$ cat src/rtl/hex_pkg.sv
// ----------------------------------------------------------------------------
// hex_pkg
//   Shared types and constants for the Intel-HEX record sequencer.
//   - st_e       : record-parser FSM states
//   - ASC_*      : ASCII characters of interest on the char stream
//   - REC_*      : Intel-HEX record-type codes
//   - lrc_stb_t  : bundle of one-cycle strobes toward the LRC checker
// ----------------------------------------------------------------------------
package hex_pkg;

   typedef enum logic [2:0] {
      ST_IDLE  = 3'd0,
      ST_HDR   = 3'd1,
      ST_DATA  = 3'd2,
      ST_CHK_H = 3'd3,
      ST_CHK_L = 3'd4,
      ST_CMP   = 3'd5,
      ST_RES   = 3'd6,
      ST_ABORT = 3'd7
   } st_e;

   localparam logic [7:0] ASC_COLON = 8'h3A;
   localparam logic [7:0] ASC_CR    = 8'h0D;
   localparam logic [7:0] ASC_LF    = 8'h0A;

   localparam logic [7:0] REC_DATA  = 8'h00;
   localparam logic [7:0] REC_EOF   = 8'h01;

   // den[1]: latch high data nibble, den[0]: accumulate {DH,D}
   // lrcle[1]/[0]: load checksum high/low nibble
   // cmp: compare and clear the accumulator
   typedef struct packed {
      logic [1:0] den;
      logic [1:0] lrcle;
      logic       cmp;
   } lrc_stb_t;

endpackage

$ cat src/rtl/hex_asc_dec.sv
// ----------------------------------------------------------------------------
// hex_asc_dec
//   Combinational ASCII classifier for the record parser.
//   Ports:
//     CH       in  8  ASCII character
//     NIB      out 4  nibble value when CH is a hex digit (don't care otherwise)
//     IS_HEX   out 1  CH is '0'-'9', 'A'-'F', or 'a'-'f' when ALLOW_LC
//     IS_COLON out 1  CH is the record start mark ':'
// ----------------------------------------------------------------------------
module hex_asc_dec
   import hex_pkg::*;
#(
   parameter bit ALLOW_LC = 1'b1
) (
   input  logic [7:0] CH,
   output logic [3:0] NIB,
   output logic       IS_HEX,
   output logic       IS_COLON
);

   logic is_dig;
   logic is_uc;
   logic is_lc;

   always_comb begin
      is_dig   = (CH >= 8'h30) && (CH <= 8'h39);
      is_uc    = (CH >= 8'h41) && (CH <= 8'h46);
      is_lc    = ALLOW_LC && (CH >= 8'h61) && (CH <= 8'h66);
      // Letters 'A'/'a' have low nibble 1, so +9 maps them onto 10..15.
      NIB      = is_dig ? CH[3:0] : (CH[3:0] + 4'd9);
      IS_HEX   = is_dig | is_uc | is_lc;
      IS_COLON = (CH == ASC_COLON);
   end

endmodule

$ cat src/rtl/lrc_rec_seq.sv
// ----------------------------------------------------------------------------
// lrc_rec_seq
//   Intel-HEX record sequencer. Parses ':' LL AAAA TT DD..DD CC from an ASCII
//   char stream, steers every nibble into the external LRC checker and
//   reports header fields, data bytes and a per-record verdict.
//   Ports:
//     CLK, CLR                clock / async active-high reset (also clears LRC)
//     CH, CH_VLD, CH_RDY      char stream handshake
//     LRC_D, LRC_DEN,
//     LRC_LRCLE, LRC_CMP      registered strobes toward the LRC
//     LRC_ERR                 LRC verdict, valid the cycle after LRC_CMP
//     REC_LEN/ADDR/TYPE       header fields of the current record
//     DOUT, DOUT_VLD          decoded data bytes
//     REC_DONE, REC_OK,
//     BAD_CHAR, LEN_ERR       end-of-record pulse and its qualifiers
//     EOF_SEEN                sticky: a good type-01 record has completed
// ----------------------------------------------------------------------------
module lrc_rec_seq
   import hex_pkg::*;
#(
   parameter int MAX_LEN  = 255,
   parameter bit ALLOW_LC = 1'b1
) (
   input  logic        CLK,
   input  logic        CLR,
   input  logic [7:0]  CH,
   input  logic        CH_VLD,
   output logic        CH_RDY,
   output logic [3:0]  LRC_D,
   output logic [1:0]  LRC_DEN,
   output logic [1:0]  LRC_LRCLE,
   output logic        LRC_CMP,
   input  logic        LRC_ERR,
   output logic [7:0]  REC_LEN,
   output logic [15:0] REC_ADDR,
   output logic [7:0]  REC_TYPE,
   output logic [7:0]  DOUT,
   output logic        DOUT_VLD,
   output logic        REC_DONE,
   output logic        REC_OK,
   output logic        BAD_CHAR,
   output logic        LEN_ERR,
   output logic        EOF_SEEN
);

   localparam logic [8:0] MAX_LEN_L = 9'(MAX_LEN);

   // ---------------------------------------------------------------- decode
   logic [3:0] nib;
   logic       is_hex;
   logic       is_colon;

   hex_asc_dec #(.ALLOW_LC(ALLOW_LC)) u_dec (
      .CH       (CH),
      .NIB      (nib),
      .IS_HEX   (is_hex),
      .IS_COLON (is_colon)
   );

   // ---------------------------------------------------------------- state
   st_e        state_q, state_d;
   logic [2:0] idx_q, idx_d;            // header nibble index
   logic [7:0] cnt_q, cnt_d;            // data bytes still to come
   logic       ph_q, ph_d;              // DATA: 1 = low nibble expected
   logic       res_wait_q, res_wait_d;  // RES: 1 = LRC_ERR now valid
   logic       ab_colon_q, ab_colon_d;  // abort was caused by ':' -> resync
   logic       ab_bad_q, ab_bad_d;
   logic       ab_len_q, ab_len_d;

   logic [3:0]  hi_q, hi_d;
   lrc_stb_t    stb_q, stb_d;
   logic [3:0]  lrc_d_q, lrc_d_d;
   logic [7:0]  rec_len_q, rec_len_d;
   logic [15:0] rec_addr_q, rec_addr_d;
   logic [7:0]  rec_type_q, rec_type_d;
   logic [7:0]  dout_q, dout_d;
   logic        dout_vld_q, dout_vld_d;
   logic        rec_done_q, rec_done_d;
   logic        rec_ok_q, rec_ok_d;
   logic        bad_char_q, bad_char_d;
   logic        len_err_q, len_err_d;
   logic        eof_q, eof_d;

   logic in_rec;
   logic acc;
   logic acc_hex;
   logic bad_abort;

   always_comb begin
      in_rec    = (state_q == ST_HDR) || (state_q == ST_DATA) ||
                  (state_q == ST_CHK_H) || (state_q == ST_CHK_L);
      // CLR term keeps ready low while the async reset is held.
      CH_RDY    = ~CLR & ((state_q == ST_IDLE) | in_rec);
      acc       = CH_VLD & CH_RDY;
      acc_hex   = acc & in_rec & is_hex;
      bad_abort = acc & in_rec & ~is_hex;
   end

   // ------------------------------------------------------ state register
   always_ff @(posedge CLK or posedge CLR) begin
      if (CLR) state_q <= ST_IDLE;
      else     state_q <= state_d;
   end

   // ------------------------------------------------------ next state
   always_comb begin
      state_d    = state_q;
      idx_d      = idx_q;
      cnt_d      = cnt_q;
      ph_d       = ph_q;
      res_wait_d = res_wait_q;
      ab_colon_d = ab_colon_q;
      ab_bad_d   = ab_bad_q;
      ab_len_d   = ab_len_q;

      unique case (state_q)
         ST_IDLE: begin
            if (acc && is_colon) begin
               state_d = ST_HDR;
               idx_d   = 3'd0;
            end
         end
         ST_HDR: begin
            if (acc_hex) begin
               idx_d = idx_q + 3'd1;
               if (idx_q == 3'd7) begin
                  // LL is complete in rec_len_q since idx 1.
                  if ({1'b0, rec_len_q} > MAX_LEN_L) begin
                     state_d    = ST_ABORT;
                     ab_len_d   = 1'b1;
                     ab_bad_d   = 1'b0;
                     ab_colon_d = 1'b0;
                  end else if (rec_len_q == 8'd0) begin
                     state_d = ST_CHK_H;
                  end else begin
                     state_d = ST_DATA;
                     cnt_d   = rec_len_q;
                     ph_d    = 1'b0;
                  end
               end
            end
         end
         ST_DATA: begin
            if (acc_hex) begin
               ph_d = ~ph_q;
               if (ph_q) begin
                  cnt_d = cnt_q - 8'd1;
                  if (cnt_q == 8'd1) state_d = ST_CHK_H;
               end
            end
         end
         ST_CHK_H: if (acc_hex) state_d = ST_CHK_L;
         ST_CHK_L: if (acc_hex) state_d = ST_CMP;
         ST_CMP: begin
            state_d    = ST_RES;
            res_wait_d = 1'b0;
         end
         ST_RES: begin
            // First RES cycle carries LRC_CMP; the verdict is read on the second.
            res_wait_d = ~res_wait_q;
            if (res_wait_q) state_d = ST_IDLE;
         end
         ST_ABORT: begin
            if (ab_colon_q) begin
               state_d = ST_HDR;
               idx_d   = 3'd0;
            end else begin
               state_d = ST_IDLE;
            end
         end
         default: state_d = ST_IDLE;
      endcase

      if (bad_abort) begin
         state_d    = ST_ABORT;
         ab_bad_d   = 1'b1;
         ab_len_d   = 1'b0;
         ab_colon_d = is_colon;
      end
   end

   // ------------------------------------------------------ outputs
   always_comb begin
      stb_d      = '0;
      lrc_d_d    = acc_hex ? nib : lrc_d_q;
      hi_d       = hi_q;
      rec_len_d  = rec_len_q;
      rec_addr_d = rec_addr_q;
      rec_type_d = rec_type_q;
      dout_d     = dout_q;
      dout_vld_d = 1'b0;
      rec_done_d = 1'b0;
      rec_ok_d   = 1'b0;
      bad_char_d = 1'b0;
      len_err_d  = 1'b0;
      eof_d      = eof_q;

      unique case (state_q)
         ST_HDR: begin
            if (acc_hex) begin
               if (idx_q[0]) stb_d.den[0] = 1'b1;
               else          stb_d.den[1] = 1'b1;
               unique case (idx_q)
                  3'd0:    rec_len_d[7:4]    = nib;
                  3'd1:    rec_len_d[3:0]    = nib;
                  3'd2:    rec_addr_d[15:12] = nib;
                  3'd3:    rec_addr_d[11:8]  = nib;
                  3'd4:    rec_addr_d[7:4]   = nib;
                  3'd5:    rec_addr_d[3:0]   = nib;
                  3'd6:    rec_type_d[7:4]   = nib;
                  default: rec_type_d[3:0]   = nib;
               endcase
            end
         end
         ST_DATA: begin
            if (acc_hex) begin
               if (!ph_q) begin
                  stb_d.den[1] = 1'b1;
                  hi_d         = nib;
               end else begin
                  stb_d.den[0] = 1'b1;
                  dout_d       = {hi_q, nib};
                  dout_vld_d   = 1'b1;
               end
            end
         end
         ST_CHK_H: if (acc_hex) stb_d.lrcle[1] = 1'b1;
         ST_CHK_L: if (acc_hex) stb_d.lrcle[0] = 1'b1;
         ST_CMP:   stb_d.cmp = 1'b1;
         ST_RES: begin
            if (res_wait_q) begin
               rec_done_d = 1'b1;
               rec_ok_d   = ~LRC_ERR;
               if (~LRC_ERR && (rec_type_q == REC_EOF)) eof_d = 1'b1;
            end
         end
         ST_ABORT: begin
            // Clear the partial sum so the next record starts from zero.
            stb_d.cmp  = 1'b1;
            rec_done_d = 1'b1;
            bad_char_d = ab_bad_q;
            len_err_d  = ab_len_q;
         end
         default: ;
      endcase
   end

   // ------------------------------------------------------ datapath regs
   always_ff @(posedge CLK or posedge CLR) begin
      if (CLR) begin
         idx_q      <= '0;
         cnt_q      <= '0;
         ph_q       <= 1'b0;
         res_wait_q <= 1'b0;
         ab_colon_q <= 1'b0;
         ab_bad_q   <= 1'b0;
         ab_len_q   <= 1'b0;
         hi_q       <= '0;
         stb_q      <= '0;
         lrc_d_q    <= '0;
         rec_len_q  <= '0;
         rec_addr_q <= '0;
         rec_type_q <= '0;
         dout_q     <= '0;
         dout_vld_q <= 1'b0;
         rec_done_q <= 1'b0;
         rec_ok_q   <= 1'b0;
         bad_char_q <= 1'b0;
         len_err_q  <= 1'b0;
         eof_q      <= 1'b0;
      end else begin
         idx_q      <= idx_d;
         cnt_q      <= cnt_d;
         ph_q       <= ph_d;
         res_wait_q <= res_wait_d;
         ab_colon_q <= ab_colon_d;
         ab_bad_q   <= ab_bad_d;
         ab_len_q   <= ab_len_d;
         hi_q       <= hi_d;
         stb_q      <= stb_d;
         lrc_d_q    <= lrc_d_d;
         rec_len_q  <= rec_len_d;
         rec_addr_q <= rec_addr_d;
         rec_type_q <= rec_type_d;
         dout_q     <= dout_d;
         dout_vld_q <= dout_vld_d;
         rec_done_q <= rec_done_d;
         rec_ok_q   <= rec_ok_d;
         bad_char_q <= bad_char_d;
         len_err_q  <= len_err_d;
         eof_q      <= eof_d;
      end
   end

   always_comb begin
      LRC_D     = lrc_d_q;
      LRC_DEN   = stb_q.den;
      LRC_LRCLE = stb_q.lrcle;
      LRC_CMP   = stb_q.cmp;
      REC_LEN   = rec_len_q;
      REC_ADDR  = rec_addr_q;
      REC_TYPE  = rec_type_q;
      DOUT      = dout_q;
      DOUT_VLD  = dout_vld_q;
      REC_DONE  = rec_done_q;
      REC_OK    = rec_ok_q;
      BAD_CHAR  = bad_char_q;
      LEN_ERR   = len_err_q;
      EOF_SEEN  = eof_q;
   end

endmodule

$ cat config.mk
export PLATFORM = sky130hd
export DESIGN_NAME = lrc_rec_seq
export DESIGN_NICKNAME = d
export VERILOG_FILES = /design/src/rtl/hex_pkg.sv /design/src/rtl/hex_asc_dec.sv /design/src/rtl/lrc_rec_seq.sv
export SDC_FILE = /design/constraint.sdc
export NUM_CORES = 1
export LEC_CHECK = 0
export ABC_AREA = 1
export CORE_MARGIN = 8
export CORE_UTILIZATION = 54
export CTS_CLUSTER_DIAMETER = 50
export DETAILED_ROUTE_END_ITERATION = 7
export PLACE_DENSITY = 0.82
export SLEW_MARGIN = 30
export SYNTH_ARGS = -nofsm -noshare
export SYNTH_HDL_FRONTEND = slang
export SYNTH_SLANG_ARGS = --single-unit
$ cat constraint.sdc
create_clock -name CLK -period 3.4 [get_ports CLK]
set_clock_uncertainty 0.2 [all_clocks]
set_input_delay 0.51 -clock CLK [delete_from_list [all_inputs] [get_ports CLK]]
set_output_delay 0.51 -clock CLK [all_outputs]
set_load 0.1 [all_outputs]
==> metrics.yaml <==
syn_inst: 522
ctsHtreeMaxLevel: 3
leakage_nw: 2.77
path_delay_family: "buffers and inverters"
final_cell_area_sq_um: 4860
area_growth_pct: 18.6
io_buffers: 66
rsz0062_at_grt: "no"
grt_pass1_vias: 3512
cp_num_cells: 12
seq_area_frac_synth_pct: 46.4
yosys_register_bits: 76
final.setup.tns_ps: 0
crit_slowest_cell: "o21ai_0"
wl_per_cell_microns: 14.3
tightest_slew_ps: 774
syn_area_sq_um: 4100
crit_chain: "clkdlybuf4s50_1 -> inv_1 -> ha_1 -> nand2_1 -> nand2_1 -> nand2_1 -> nand2_4 -> nand2_4 -> o21ai_0 -> buf_4 -> nand3_1 -> nand2_1"
firstDrtPassIters: 5
slew_viol_final: 0
crit_buf_inv: 3
min_period_ps: 2710
p_total_mw: 3.43
grt_max_degree: 77
synth_cell_types: 33
whs_path_depth: 2
clock-sinks: 76
grt_pass1_wl_mm: 16.7
cts_tree: "yes"
holdCritPathClass: "reg -> reg"
crit_arrival_ps: 2800
design.core.area_sq_um: 7290
die_w_microns: 103
cp.required_ps: 3490
reg2reg_depth: 10
place.gp.congestion: 0.923
io_pins: 68
die_h_microns: 103
antenna_found_initial: 0
numCtsBuffers: 9
drive_gt1_share_pct: 18.0
diodes: 0
syn-num-nets: 546
grtUsageTotal_pct: 20.2
slowest_delay_ps: 640
clockRootBuffer: "clkbuf_8"
vdd_ir_drop_max_uv: 551
critical_path_class: "in -> reg"
cts_resized: 0
rows: 31
insertion_delay_ps: 350
start_util_pct: 56.2
drv_cap: 0
final-setup-viol-count: 0
p_per_area_nw_per_um2: 705
avgSynthCellArea_sq_um: 7.86
ff2ff_setup_slack_ps: 920
grt_overflow_total: 0
status: "completed"
drc: 0
crit_top_cell: "nand2_1"
num_vias: 3634
fill_cells: 638
slew_headroom_pct: 47.9
hold_buffers: 0
worstPathMaxFanout: 10
postLayoutCoreUtil_pct: 66.7
postCtsSetupRepairBufs: 0
first_iter_violations: 291
dp.cells: 676
via_per_inst: 5.25
dp_hpwl_mm: 7.05
period_share_pct: 79.6
endpoint_kind: "flop"
clock_path_buffers: 2
fin_cells: 692
hold_viol_final: 0
placed_area_sq_um: 4670
routed_wirelength_mm: 9.90
path_clk_slew_ps: 80
clock.fmax_mhz: 370
start_kind: "input port"
nNetsFinal: 612
dieArea_sq_um: 10600
synth_warnings: 0
ant_nets: 0
## area by class of cell
cell class                      instances  area, sq um  share of cell area, %
Inverter                               52          199                   4.09
Clock inverter                          5         36.3                  0.746
Tap cell                               99          124                   2.55
Timing Repair Buffer                   71          564                   11.6
Multi-Input combinational cell        378         1890                   38.8
Clock buffer                           11          151                   3.11
Sequential cell                        76         1900                   39.1
## registers in the layout, summed over array words and instances (netlist names), 2 cells and up
name	count
state_q	3
LRC_D	4
DOUT	8
LRC_LRCLE	2
REC_ADDR	16
idx_q	3
REC_LEN	8
hi_q	4
cnt_q	8
LRC_DEN	2
REC_TYPE	8
## final timing paths
kind	to	startpoint
max in group asynchronous	LRC_D[2]	CLR
worst max register to register	DOUT[2]	state_q[2]
worst min-delay path	ab_bad_q	ab_bad_q
worst min register to register	ab_bad_q	ab_bad_q
worst max-delay path	REC_ADDR[2]	CH[0]
min in group asynchronous	LRC_D[3]	CLR
## where the power goes
part / switching, mW / total (mW) / internal [mW]
clock: 0.342 / 0.648 / 0.306
sequential: 0.138 / 1.17 / 1.03
combinational: 1.21 / 1.61 / 0.401
total: 1.69 / 3.43 / 1.74
## synthesized netlist by cell type
library cell    n  area [sq um]
inv_1          47           176
buf_4           1          7.51
nand3_1        53           265
nand3_2         2          20.0
nand2_1       203           762
nand3b_1        1          7.51
conb_1          1          3.75
nor2_4          4          45.0
nor4_1          1          6.26
nor2_2          3          18.8
nand2_2         5          31.3
nand2_8         1          20.0
a41o_1          1          10.0
dfrtp_1        76          1900
buf_2           7          35.0
a21oi_4         1          16.3
inv_2           5          18.8
nor2_8          2          40.0
clkbuf_1        2          7.51
nand4_1        19           119
o21ai_0        14          70.1
nor3_1          1          5.00
nand4_2         1          12.5
nand4_4         1          21.3
ha_1           12           150
a21oi_1         4          20.0
nand3_4         1          17.5
nor2_1         39           146
xnor2_1         1          8.76
xor2_1          2          17.5
nand2_4         4          45.0
buf_6           6          67.6
o211ai_1        1          7.51
## cells in the final DEF (no fill, tap or decap), drive strengths merged
cell | netlist | routed
a21oi | 5 | 5
o211ai | 1 | 1
xor2 | 2 | 2
clkinvlp | 0 | 1
clkdlybuf4s50 | 0 | 11
nand4 | 21 | 21
clkinv | 0 | 5
nand3b | 1 | 1
xnor2 | 1 | 1
nand2 | 213 | 213
conb | 1 | 1
nor2 | 48 | 48
buf | 14 | 60
ha | 12 | 12
inv | 52 | 51
nor3 | 1 | 1
nor4 | 1 | 1
o21ai | 14 | 14
dfrtp | 76 | 76
a41o | 1 | 1
clkbuf | 2 | 11
nand3 | 56 | 56
## tightest hold or removal path: stages (launching register included)
cell	delay, ps
dfrtp_1	330
inv_1	40
nand2_1	50
## cells by family (layout without fill, tap and decap cells)
family          Yosys count  after routing  share of synthesized area [%]
simple gates            341            341                           38.6
flops                    76             76                           46.4
buf+inv                  68            139                           7.63
compound gates           21             21                           3.02
fa+ha+maj                12             12                           3.66
xor+xnor                  3              3                          0.641
other cells               1              1                         0.0914
## through the flow
| stage | hold WS, ps | worst slack, ps |
|---|---|---|
| 6_report | 257 | 694 |
| 5_1_grt | 278 | 533 |
| 4_1_cts | 264 | 749 |
| 3_5_place_dp | 244 | 385 |
| 3_3_place_gp | 235 | 433 |
| 2_1_floorplan | 223 | 576 |
## layer usage
metal,up-vias,wire length [microns],track usage (%)
met1,1703,4280,25.7
met3,14,657,4.59
li1,1777,-,-
met2,140,4790,32.5
met5,-,0,0
met4,0,170,7.56
No activity file was read; power rests on OpenSTA's default activity.
